File: src/rtl/iomem_arbiter.sv
// Two-requester round-robin arbiter sharing one PicoSoC iomem slave port.
// Optional slave-timeout watchdog enabled by defining IOMEM_ARB_TIMEOUT_EN.
module iomem_arbiter #(
    parameter int unsigned TIMEOUT_CYCLES = 255,
    parameter logic [31:0] TIMEOUT_RDATA  = 32'hDEADBEEF
) (
    input  logic        clk,
    input  logic        reset,
    input  logic        m0_valid,
    input  logic [3:0]  m0_wstrb,
    input  logic [31:0] m0_addr,
    input  logic [31:0] m0_wdata,
    output logic        m0_ready,
    input  logic        m1_valid,
    input  logic [3:0]  m1_wstrb,
    input  logic [31:0] m1_addr,
    input  logic [31:0] m1_wdata,
    output logic        m1_ready,
    output logic [31:0] m_rdata,
    output logic        s_valid,
    output logic [3:0]  s_wstrb,
    output logic [31:0] s_addr,
    output logic [31:0] s_wdata,
    input  logic        s_ready,
    input  logic [31:0] s_rdata,
    output logic [1:0]  grant,
    output logic        timeout_err
);

    typedef enum logic [1:0] {IDLE, BUSY, RESP} state_t;

    state_t state;
    logic   last_grant;   // owner of the current or most recent transaction
    logic   next_owner;

    // On a tie the requester that did not win last time is served.
    assign next_owner = (m0_valid && m1_valid) ? !last_grant : m1_valid;

    assign s_valid = (state == BUSY);
    assign s_wstrb = last_grant ? m1_wstrb : m0_wstrb;
    assign s_addr  = last_grant ? m1_addr  : m0_addr;
    assign s_wdata = last_grant ? m1_wdata : m0_wdata;
    assign grant   = (state == IDLE) ? 2'b00 : (last_grant ? 2'b10 : 2'b01);

`ifdef IOMEM_ARB_TIMEOUT_EN
    localparam logic [15:0] TIMEOUT_LAST = 16'(TIMEOUT_CYCLES - 1);
    logic [15:0] counter;
    logic        timeout_q;
    assign timeout_err = timeout_q;
`else
    assign timeout_err = 1'b0;
`endif

    // NOTE: all state here is sequential, so every assignment uses <=; a blocking
    // assignment would let later statements in this block see the new value early.
    always_ff @(posedge clk) begin
        if (reset) begin
            state      <= IDLE;
            last_grant <= 1'b1;
            m_rdata    <= 32'h0;
            m0_ready   <= 1'b0;
            m1_ready   <= 1'b0;
`ifdef IOMEM_ARB_TIMEOUT_EN
            counter    <= 16'h0;
            timeout_q  <= 1'b0;
`endif
        end else begin
            m0_ready <= 1'b0;
            m1_ready <= 1'b0;
`ifdef IOMEM_ARB_TIMEOUT_EN
            timeout_q <= 1'b0;
`endif
            case (state)
                IDLE: begin
                    if (m0_valid || m1_valid) begin
                        last_grant <= next_owner;
                        state      <= BUSY;
`ifdef IOMEM_ARB_TIMEOUT_EN
                        counter    <= 16'h0;
`endif
                    end
                end
                BUSY: begin
                    if (s_ready) begin
                        m_rdata  <= s_rdata;
                        m0_ready <= !last_grant;
                        m1_ready <= last_grant;
                        state    <= RESP;
                    end
`ifdef IOMEM_ARB_TIMEOUT_EN
                    else if (counter == TIMEOUT_LAST) begin
                        m_rdata   <= TIMEOUT_RDATA;
                        m0_ready  <= !last_grant;
                        m1_ready  <= last_grant;
                        timeout_q <= 1'b1;
                        state     <= RESP;
                    end else if (counter != 16'hFFFF) begin
                        counter <= counter + 16'd1;
                    end
`endif
                end
                RESP:    state <= IDLE;
                default: state <= IDLE;
            endcase
        end
    end

endmodule
File: config.mk
export PLATFORM = sky130hd
export DESIGN_NAME = iomem_arbiter
export DESIGN_NICKNAME = d
export VERILOG_FILES = /design/src/rtl/iomem_arbiter.sv
export SDC_FILE = /design/constraint.sdc
export NUM_CORES = 1
export LEC_CHECK = 0
export ABC_AREA = 1
export BUFFER_PORTS_ARGS = -buffer_cell sky130_fd_sc_hd__buf_2
export CAP_MARGIN = 20
export CORE_AREA = 2 2 109 111
export DETAILED_ROUTE_END_ITERATION = 12
export DIE_AREA = 0 0 111 113
export HOLD_SLACK_MARGIN = 0.02
export PLACE_DENSITY = 0.53
export SLEW_MARGIN = 20
export SYNTH_ARGS = -nofsm -noshare
export SYNTH_HDL_FRONTEND = slang
export SYNTH_SLANG_ARGS = --single-unit
File: constraint.sdc
create_clock -name clk -period 2.9 [get_ports clk]
set_input_delay 0.58 -clock clk [delete_from_list [all_inputs] [get_ports clk]]
set_output_delay 0.58 -clock clk [all_outputs]
set_load 0.05 [all_outputs]
Word-level counts from Yosys, hierarchy flattened. Cells that the tools add are included.

Reduce and logical (&&, ||, !) cells: 8. Bitwise logic cells: 2. Muxes and demuxes: 9. Eq/ne operators: 3.

Operator list (number): $mux 32 (2); $mux 2 (4); $reduce_and 2->1 (3); $mux 4 (1); $ne 2x1->1 const B (2); $pmux 2 s2 (1); $reduce_or 3->1 (1); $eq 2x1->1 const B (1); $logic_not 2->1 (1); $not 1->1 (2); $logic_and 1x1->1 (1); $logic_not 1->1 (1); $logic_or 1x1->1 (1); $mux 1 (1).

Logic and storage cells: 27. Output and inout port bits: 106. Register bits after elaboration: 37. Input port bits: 173.

Logic depth before layout (Yosys ltp). Gate-level depths: netlist of run 1.

Word-level depth: 3. Mapped depth: 6. Depth with buffers taken out: 5.

Worst setup path after synthesis of run 1. No wires, ideal clock.

Path type: register to output. Start: reg last_grant. End: out grant[1]. Data required time: 2.320 ns. Stages on the path, launching flop included: 5. Path buffers: 2. Setup slack: 0.969 ns. Data arrival time: 1.351 ns. Cell sequence: dfxtp_1 > buf_2 > inv_2 > buf_2 > nor2_1.

Word-level cells in the longest chain between the ends: 2.

Ends and longest elaborated chain: from (decl) (line 33) `logic last_grant;`; from (signal assigned) (line 76) `last_grant <= next_owner;`; $mux 2 (2 in a row) (line 43) `assign grant = (state == IDLE) ? 2'b00 : (last_grant ? 2'b10 : 2'b01);`; to (decl) (line 26) `output logic [1:0] grant,`.

No other way between the ends.

Final worst setup path of run 1.
Start: reg last_grant. End: out s_addr[16].

Word-level cells in the longest chain between the ends: 1.

Ends and longest elaborated chain: $mux 32 (line 41) `assign s_addr = last_grant ? m1_addr : m0_addr;`; to (decl) (line 22) `output logic [31:0] s_addr,`.

No other way between the ends.

==> run summary, run 1 <==
Status: complete, no violations
Post-synth cell types: 15
Inserted Clock Buffers: 5
RSZ-0062 raised after global routing: false
Top cell type by total area after synthesis: nand2_1
Clk buf depth: 2
Syn Area/Cell: 5.27 um^2
1st-pass router iterations: 4
Crit path max fanout: 72
Most Frequent Cell on Critical Path: nand2_1
CP startpoint kind: flop
CTS tree: yes
Max incr delay on CP: 0.56 ns
Yosys warns: 0
Dpl hpwl: 9140 um
CTS hold repair buffers: 0
Syn Std Cell Area: 0.00237 mm^2
Die H: 113 um
Max_cap viols: 0
Nets: 887
Clock sinks: 37
Detail Route Antenna Nets: 0
Largest net degree at the start of global routing: 73
Area of the core: 0.0113 mm^2
Starting Density: 0.210
Fin. Hold Viols: 0
Layout cells sized above 1: 0.414
Final period utilization: 0.782
Post-CTS Resized: 0
Final Setup Violations: 0
Yosys top cell area share: 0.431
Slew headroom: 0.536
CTS root buffer: clkbuf_16
Critical path's slowest cell: buf_4
Maximum clock rate: 0.441 GHz
Async SR Flop Fraction: 0
CP Capture Type: output pin
Vias per Instance: 4.03
Syn_nets: 623
Final min period: 2.27 ns
All-Layer GR Usage: 0.162
Area growth, synth to finish: 67.9%
Row count: 39
Die Area: 0.0125 mm^2
Port Buffers: 277
First-pass GRT wire length: 16,400 um
Crit path kind: flop to output pin
Synth Register Bits: 37
Post-Synthesis Cells: 450
Setup Fix Bufs, Post-CTS: 0
Static leakage: 2.66 nW
Most common library cells after synthesis: 272 x nand2_1, 69 x nor2_1, 37 x dfxtp_1, 37 x inv_1, 15 x buf_2
VDD IR max: 0.336 mV
Initial antenna violation count: 3
Synth Flop Type: dfxtp_1
Sequential fraction of the synthesis area: 0.313
Setup TNS: 0 ns
H-tree levels: 2
HP Class: flop to flop
Grt ovf: 0
GPL Wtd Cong: 0.905
Die Wd: 111 um
Clk slew on worst S/H paths: 0.06 ns
Final Power: 2.24 mW
Max-slew violation count: 0
CP arrival: 1.69 ns
Vias: 3,462
WL/cell: 12.7 um
I/O Pins: 279
Initial drt markers: 168
Synth area leaders: nand2_1 43%, dfxtp_1 31%, nor2_1 11%, inv_1 5.9%, buf_2 3.2%
Post-Route WL: 10,900 um
Critical Path, Cell by Cell: buf_4 > nand2_1 > nand2_1 > buf_2
Slew @ Worst Pin: 0.696 ns
Final core utilization: 0.353
Number of global-route vias before repair: 3,137
Remaining DRCs: 0
PwrDens: 564 mW/mm^2
Post-synth EDFFs: 0
Clock skew: 0.00155 ns
Clk Latency, worst-skew pair: 0.27 ns
Req. time, crit path: 2.32 ns
Most frequent cell after synthesis: nand2_1
-- worst max-delay path, delay by kind of cell (launching register included) --
| kind | cells | cell delay, ns |
|---|---|---|
| buffers and inverters | 2 | 0.82 |
| flip-flops | 1 | 0.33 |
| AND/OR/NAND/NOR | 2 | 0.23 |
-- metrics by stage --
stage                     cell area [um^2]  std cells  hold WS [ns]  setup slack, ns
after floorplan                       2370        450         0.495            0.969
after global placement                3830        850         0.493            0.936
after detailed placement              3830        850         0.501            0.921
after CTS                             3970        858         0.512            0.619
after global routing                  3980        859         0.530            0.498
final                                 3980        860         0.511            0.632
-- sequential cells by signal, summed over array words and instances, names as in the netlist --
signal	count
state	2
m1_ready	1
m_rdata	32
last_grant	1
m0_ready	1
-- power breakdown --
group          internal, mW  switching, mW  total [mW]
registers             0.546         0.0181       0.564
clock network         0.315          0.203       0.518
logic                 0.282          0.879        1.16
total                  1.14           1.10        2.24
-- cells by family (layout without fill, tap and decap cells) --
kind of cell	count (synthesis)	count (layout)	share of synthesized area
other cells	1	3	0.00158
flops	37	37	0.313
simple gates	347	347	0.560
compound gates	1	1	0.00211
buf+inv	64	329	0.124
-- layout make-up --
cell class	count	area, um^2
Multi-Input combinational cell	349	1340
Fill cell	1294	7290
Clock buffer	5	125
Antenna cell	2	5.00
Tap cell	143	179
Timing Repair Buffer	283	1430
Sequential cell	37	742
Inverter	38	143
Clock inverter	3	17.5
-- layout by cell type (no fill, tap or decap) --
cell	instances
buf_2	277
nand2_1	272
nor2_1	69
inv_1	37
dfxtp_1	36
buf_4	6
clkbuf_16	5
diode_2	2
nor3_2	2
nand3_1	2
clkinv_2	2
inv_2	1
nand3_2	1
nand3b_1	1
a21oi_1	1
conb_1	1
clkinvlp_4	1
dfxtp_2	1
-- worst paths after layout --
check                   start  slack, ns  depth (start not counted)          end
hold reg to reg   m_rdata[16]       0.51                          4  m_rdata[16]
hold / removal    m_rdata[16]       0.51                          4  m_rdata[16]
setup reg to reg     state[1]       1.47                          6   m_rdata[2]
setup / recovery   last_grant       0.63                          4   s_addr[16]
-- metal layers --
| metal | vias to the layer above | global-route usage | wire (um) |
|---|---|---|---|
| met5 | - | 0 | 13 |
| met4 | 2 | 0.0425 | 165 |
| met3 | 14 | 0.0541 | 978 |
| met2 | 159 | 0.277 | 5120 |
| met1 | 1462 | 0.197 | 4630 |
| li1 | 1825 | - | - |
(Power assumes the default switching activity.)
==> inputs of run 2 (changes only) <==
==> constraint.sdc (replaced) <==
create_clock -name clk -period 2.2 [get_ports clk]
set_input_delay 0.44 -clock clk [delete_from_list [all_inputs] [get_ports clk]]
set_output_delay 0.44 -clock clk [all_outputs]
set_load 0.05 [all_outputs]
==> run 2 against run 1 <==
  * First-iteration DRC count decreased by 4.2%
  * Critical path depth stayed put
  * Clock-buffer cell count stayed put
  * Clock power increased by 33%
  * Routed wire length decreased by 2.3%
  * Non-clock buffer count unchanged
  * Largest power group unchanged
==> run summary, run 2 (synthesized netlist as in run 1, its figures left out) <==
Status: complete, no violations
All-Layer GR Usage: 0.163 (+0.00115)
Hold-critical path depth: 3 (-1)
Static leakage: 2.69 nW (+1.1%)
PwrDens: 740 mW/mm^2 (+31%)
Initial drt markers: 161 (-4.2%)
Vias per Instance: 4.08 (+1.4%)
Clk buf depth: 2 (unchanged)
Final period utilization: 0.882
CP arrival: 1.50 ns (-0.19 ns)
Met3 wire length: 960 um (-1.8%)
VDD IR max: 0.491 mV (+46%)
Grt ovf: 0 (unchanged)
Setup Fix Bufs, Post-CTS: 0 (unchanged)
Clk slew on worst S/H paths: 0.06 ns (about the same)
HP Class: input port to flop
Wire length on met2: 5260 um (+2.8%)
Setup TNS: 0 ns (unchanged)
Initial antenna violation count: 2 (-1)
Number of flip-flops under the largest register name: 32 (unchanged)
Crit path kind: flop to output pin
Clk Latency, worst-skew pair: 0.28 ns (about the same)
Most common cell after layout, fill and taps aside: buf_2
CTS tree: yes
Largest regs: m_rdata: 32 flops, state: 2 flops
Vias: 3,501 (+1.1%)
Most frequent cells in the layout: 273 x buf_2, 272 x nand2_1, 69 x nor2_1
Dpl hpwl: 9040 um (-1.1%)
Max-slew violation count: 0 (unchanged)
Post-CTS Resized: 0 (unchanged)
Number of global-route vias before repair: 3,397 (+8.3%)
# placed instances: 850 (unchanged)
Area growth, synth to finish: 71.3%
Die H: 113 um (unchanged)
Final min period: 1.94 ns
Fin. Hold Viols: 0 (unchanged)
Worst reg2reg path depth: 6 (unchanged)
GPL Wtd Cong: 0.916 (+1.3%)
R2R setup slack: 1.05 ns (-0.42 ns)
Worst Setup Slack post-DPL: 0.559 ns (-0.363 ns)
Final Setup Violations: 0 (unchanged)
Largest net degree at the start of global routing: 63 (-14%)
Hold slack final: 0.385 ns (-0.126 ns)
Remaining DRCs: 0 (unchanged)
Max_cap viols: 0 (unchanged)
Top layer reached by signal wires: met5
Non-filler instance count after layout: 858 (-0.23%)
N_diodes: 0 (-2)
I/O Pins: 279 (unchanged)
Area of the core: 0.0113 mm^2 (unchanged)
Setup ws final: 0.259 ns (-0.373 ns)
Die Area: 0.0125 mm^2 (unchanged)
CTS hold repair buffers: 0 (unchanged)
First-pass GRT wire length: 16,600 um (+1.0%)
Detail Route Antenna Nets: 0 (unchanged)
RSZ-0062 raised after global routing: false
Post-Route WL: 10,600 um (-2.3%)
Worst R2R End: m_rdata[1]
HP Start: s_rdata[25]
H-tree levels: 2 (unchanged)
Hold Path End: m_rdata[25]
Inserted Clock Buffers: 5 (unchanged)
Clock skew: 0.00244 ns (+0.000889 ns)
Req. time, crit path: 1.76 ns (-0.56 ns)
Largest register by flop count: m_rdata
Wire length on met1: 4210 um (-9.0%)
Layout cells sized above 1: 0.414 (unchanged)
CP Capture Type: output pin
Maximum clock rate: 0.515 GHz
Reg2reg start: state[1]
CP startpoint kind: flop
Clock sinks: 37 (unchanged)
Starting Density: 0.210 (unchanged)
1st-pass router iterations: 4 (unchanged)
Nets: 887 (unchanged)
Die Wd: 111 um (unchanged)
CTS root buffer: clkbuf_16
Port Buffers: 277 (unchanged)
Crit path max fanout: 48 (-33%)
WL/cell: 12.4 um (-2.1%)
Row count: 39 (unchanged)
## run 2: through the flow
stage / utilization / power [mW] / cell area, um^2
after floorplan: - / 1.86 / 2370
after CTS: 0.360 / 3.05 / 4060
after global placement: 0.347 / 2.33 / 3920
after global routing: 0.360 / 3.18 / 4060
final: 0.360 / 3.00 / 4060
after detailed placement: 0.347 / 2.34 / 3920
## run 2: per-layer routing
layer  track usage  up-vias
li1              -     1821
met1         0.185     1495
met2         0.297      161
met3        0.0509       20
met4        0.0450        4
met5             0        -
## run 2: cell type report
| class | instances | area (um^2) |
|---|---|---|
| Clock inverter | 3 | 17.5 |
| Tap cell | 143 | 179 |
| Multi-Input combinational cell | 349 | 1340 |
| Fill cell | 1283 | 7210 |
| Sequential cell | 37 | 742 |
| Timing Repair Buffer | 283 | 1520 |
| Inverter | 38 | 143 |
| Clock buffer | 5 | 125 |
## run 2: critical path: stages (launching register included)
cell	delay, ns
dfxtp_2	0.35
buf_4	0.39
nand2_1	0.11
nand2_1	0.09
buf_2	0.26
## run 2: how the worst max path moves through the flow
stage,startpoint,endpoint,slack (ns),cells past startpoint
after global routing,last_grant,s_wdata[6],0.12,4
after CTS,last_grant,s_wdata[15],0.25,4
after floorplan,last_grant,grant[1],0.41,4
after detailed placement,last_grant,s_wdata[15],0.56,4
final,last_grant,s_addr[2],0.26,4
after global placement,last_grant,s_wdata[15],0.57,4
## run 2: report_power, final
group	total [mW]	internal [mW]	switching [mW]
clock	0.689	0.415	0.274
sequential	0.745	0.720	0.0244
combinational	1.57	0.408	1.16
total	3.00	1.54	1.46
==> inputs of run 3 (changes only) <==
--- a/config.mk
+++ b/config.mk
@@ -13,6 +13,7 @@
 export DIE_AREA = 0 0 111 113
 export HOLD_SLACK_MARGIN = 0.02
 export PLACE_DENSITY = 0.53
+export REMOVE_ABC_BUFFERS = 1
 export SLEW_MARGIN = 20
 export SYNTH_ARGS = -nofsm -noshare
 export SYNTH_HDL_FRONTEND = slang
==> run 3 against run 2 <==
  * Critical path type unchanged
  * Sequential power is essentially flat
  * Highest routed layer is now met4
  * Routed wire length shrank 3.0%
  * Clock skew grew 0.0014 ns
  * Global-route usage shrank 0.85 points
  * First-iteration DRC count grew 21%
  * Setup slack lost 0.047 ns
  * Combinational power grew 4%
  * Power grew 1.7%
  * Worst hold slack lost 0.0030 ns
  * Non-clock buffer count shrank 2
  * Cell count shrank 0.23%
==> run summary, run 3 (synthesized netlist as in run 1, its figures left out) <==
Status: complete, no violations
Port Buffers: 277 (unchanged)
Dpl hpwl: 8790 um (-2.7%)
Maximum clock rate: 0.503 GHz (-2.4%)
Number of global-route vias before repair: 3,143 (-7.5%)
Crit path max fanout: 58 (+21%)
Final core utilization: 0.368 (+0.00777)
Detail Route Antenna Nets: 0 (unchanged)
P_int: 1.59 mW (+2.7%)
Fill count: 1,261 (-1.7%)
Die H: 113 um (unchanged)
Initial antenna violation count: 0 (-2)
Row count: 39 (unchanged)
Die Wd: 111 um (unchanged)
Final Power: 3.06 mW (+1.7%)
H-tree levels: 2 (unchanged)
Logic pwr share: 0.533 (+0.010)
Switching part of the total: 0.481 (-0.00511)
Clock sinks: 37 (unchanged)
Post-Route WL: 10,300 um (-3.0%)
RSZ-0062 raised after global routing: false
PwrDens: 737 mW/mm^2 (-0.43%)
Flop pwr share: 0.244 (-0.004)
CP Capture Type: output pin
Nets: 885 (-0.23%)
Max_cap viols: 0 (unchanged)
VDD IR max: 0.382 mV (-22%)
Layout cells sized above 1: 0.412 (-0.00164)
Largest register by flop count: m_rdata
CP arrival: 1.55 ns (+0.05 ns)
Starting Density: 0.210 (unchanged)
First-pass GRT wire length: 15,700 um (-5.2%)
Crit path kind: flop to output pin
Final Setup Violations: 0 (unchanged)
NetSw: 1.47 mW (+0.65%)
WL/cell: 12.1 um (-2.8%)
Number of flip-flops under the largest register name: 32 (unchanged)
Clk pwr share: 0.223 (-0.006)
Largest regs: m_rdata: 32 flops, state: 2 flops
Clk Latency, worst-skew pair: 0.28 ns (about the same)
Most frequent cells in the layout: 272 x nand2_1, 267 x buf_2, 69 x nor2_1
Fin. Hold Viols: 0 (unchanged)
CTS tree: yes
Remaining DRCs: 0 (unchanged)
All-Layer GR Usage: 0.155 (-0.00854)
Die Area: 0.0125 mm^2 (unchanged)
Setup ws final: 0.212 ns (-0.0472 ns)
Max-slew violation count: 0 (unchanged)
Worst Setup Slack post-DPL: 0.506 ns (-0.0527 ns)
Grt ovf: 0 (unchanged)
Clock skew: 0.00383 ns (+0.00139 ns)
Area of the core: 0.0113 mm^2 (unchanged)
CTS hold repair buffers: 0 (unchanged)
Req. time, crit path: 1.76 ns (about the same)
Initial drt markers: 195 (+21%)
Clk slew on worst S/H paths: 0.06 ns (about the same)
Setup TNS: 0 ns (unchanged)
Post-CTS Resized: 0 (unchanged)
Final min period: 1.99 ns (+0.0472 ns)
CP startpoint kind: flop
1st-pass router iterations: 4 (unchanged)
Area growth, synth to finish: 75.0%
HP Class: input port to flop
Static leakage: 2.72 nW (+1.0%)
Largest net degree at the start of global routing: 73 (+16%)
Inserted Clock Buffers: 5 (unchanged)
N_diodes: 0 (unchanged)
Vias: 3,407 (-2.7%)
I/O Pins: 279 (unchanged)
Most common cell after layout, fill and taps aside: nand2_1
Vias per Instance: 3.98 (-2.5%)
Setup Fix Bufs, Post-CTS: 0 (unchanged)
GPL Wtd Cong: 0.844 (-7.9%)
CTS root buffer: clkbuf_16
Clk buf depth: 2 (unchanged)
Final period utilization: 0.904 (+0.0215)
run 3: worst paths after layout:
| kind | from | endpoint | slack [ns] | depth (start not counted) |
|---|---|---|---|---|
| setup / recovery | last_grant | s_addr[3] | 0.21 | 5 |
| hold / removal | s_rdata[20] | m_rdata[20] | 0.38 | 3 |
| setup reg to reg | state[1] | m_rdata[9] | 0.92 | 6 |
| hold reg to reg | m_rdata[14] | m_rdata[14] | 0.51 | 4 |
run 3: power by group through the flow:
stage | Combinational (mW) | Sequential [mW] | Clock, mW
global placement | 1.63 | 0.759 | 0
floorplan | 0.895 | 0.938 | 0
detailed placement | 1.64 | 0.761 | 0
finish | 1.63 | 0.746 | 0.680
CTS | 1.64 | 0.747 | 0.702
global route | 1.73 | 0.752 | 0.733
run 3: area by class of cell:
| class | instances | area, um^2 | area share |
|---|---|---|---|
| clock inverter | 3 | 17.5 | 0.00422 |
| clock buffer | 5 | 125 | 0.0302 |
| timing repair buffer | 281 | 1600 | 0.387 |
| multi-input combinational | 349 | 1340 | 0.322 |
| inverter | 38 | 143 | 0.0344 |
| sequential | 37 | 742 | 0.179 |
| tap | 143 | 179 | 0.0432 |
run 3: critical path, cell delays in order (launching register included):
cell and delay (ns):
dfxtp_2 0.33, inv_2 0.19, buf_12 0.26, nand2_1 0.08
nand2_1 0.09, buf_2 0.27
run 3: per-stage QoR:
step / instances / cell area [um^2] / hold slack (ns)
6_report: 856 / 4150 / 0.382
5_1_grt: 856 / 4150 / 0.387
3_3_place_gp: 848 / 4000 / 0.494
4_1_cts: 856 / 4150 / 0.379
3_5_place_dp: 848 / 4000 / 0.501
2_1_floorplan: 424 / 2220 / 0.495
run 3: per-layer routing:
layer | GRT usage | vias to the layer above | part of all wire
li1 | - | 1816 | -
met1 | 0.182 | 1422 | 0.41
met2 | 0.271 | 154 | 0.47
met3 | 0.0445 | 15 | 0.091
met4 | 0.0525 | 0 | 0.026
met5 | 0 | - | 0
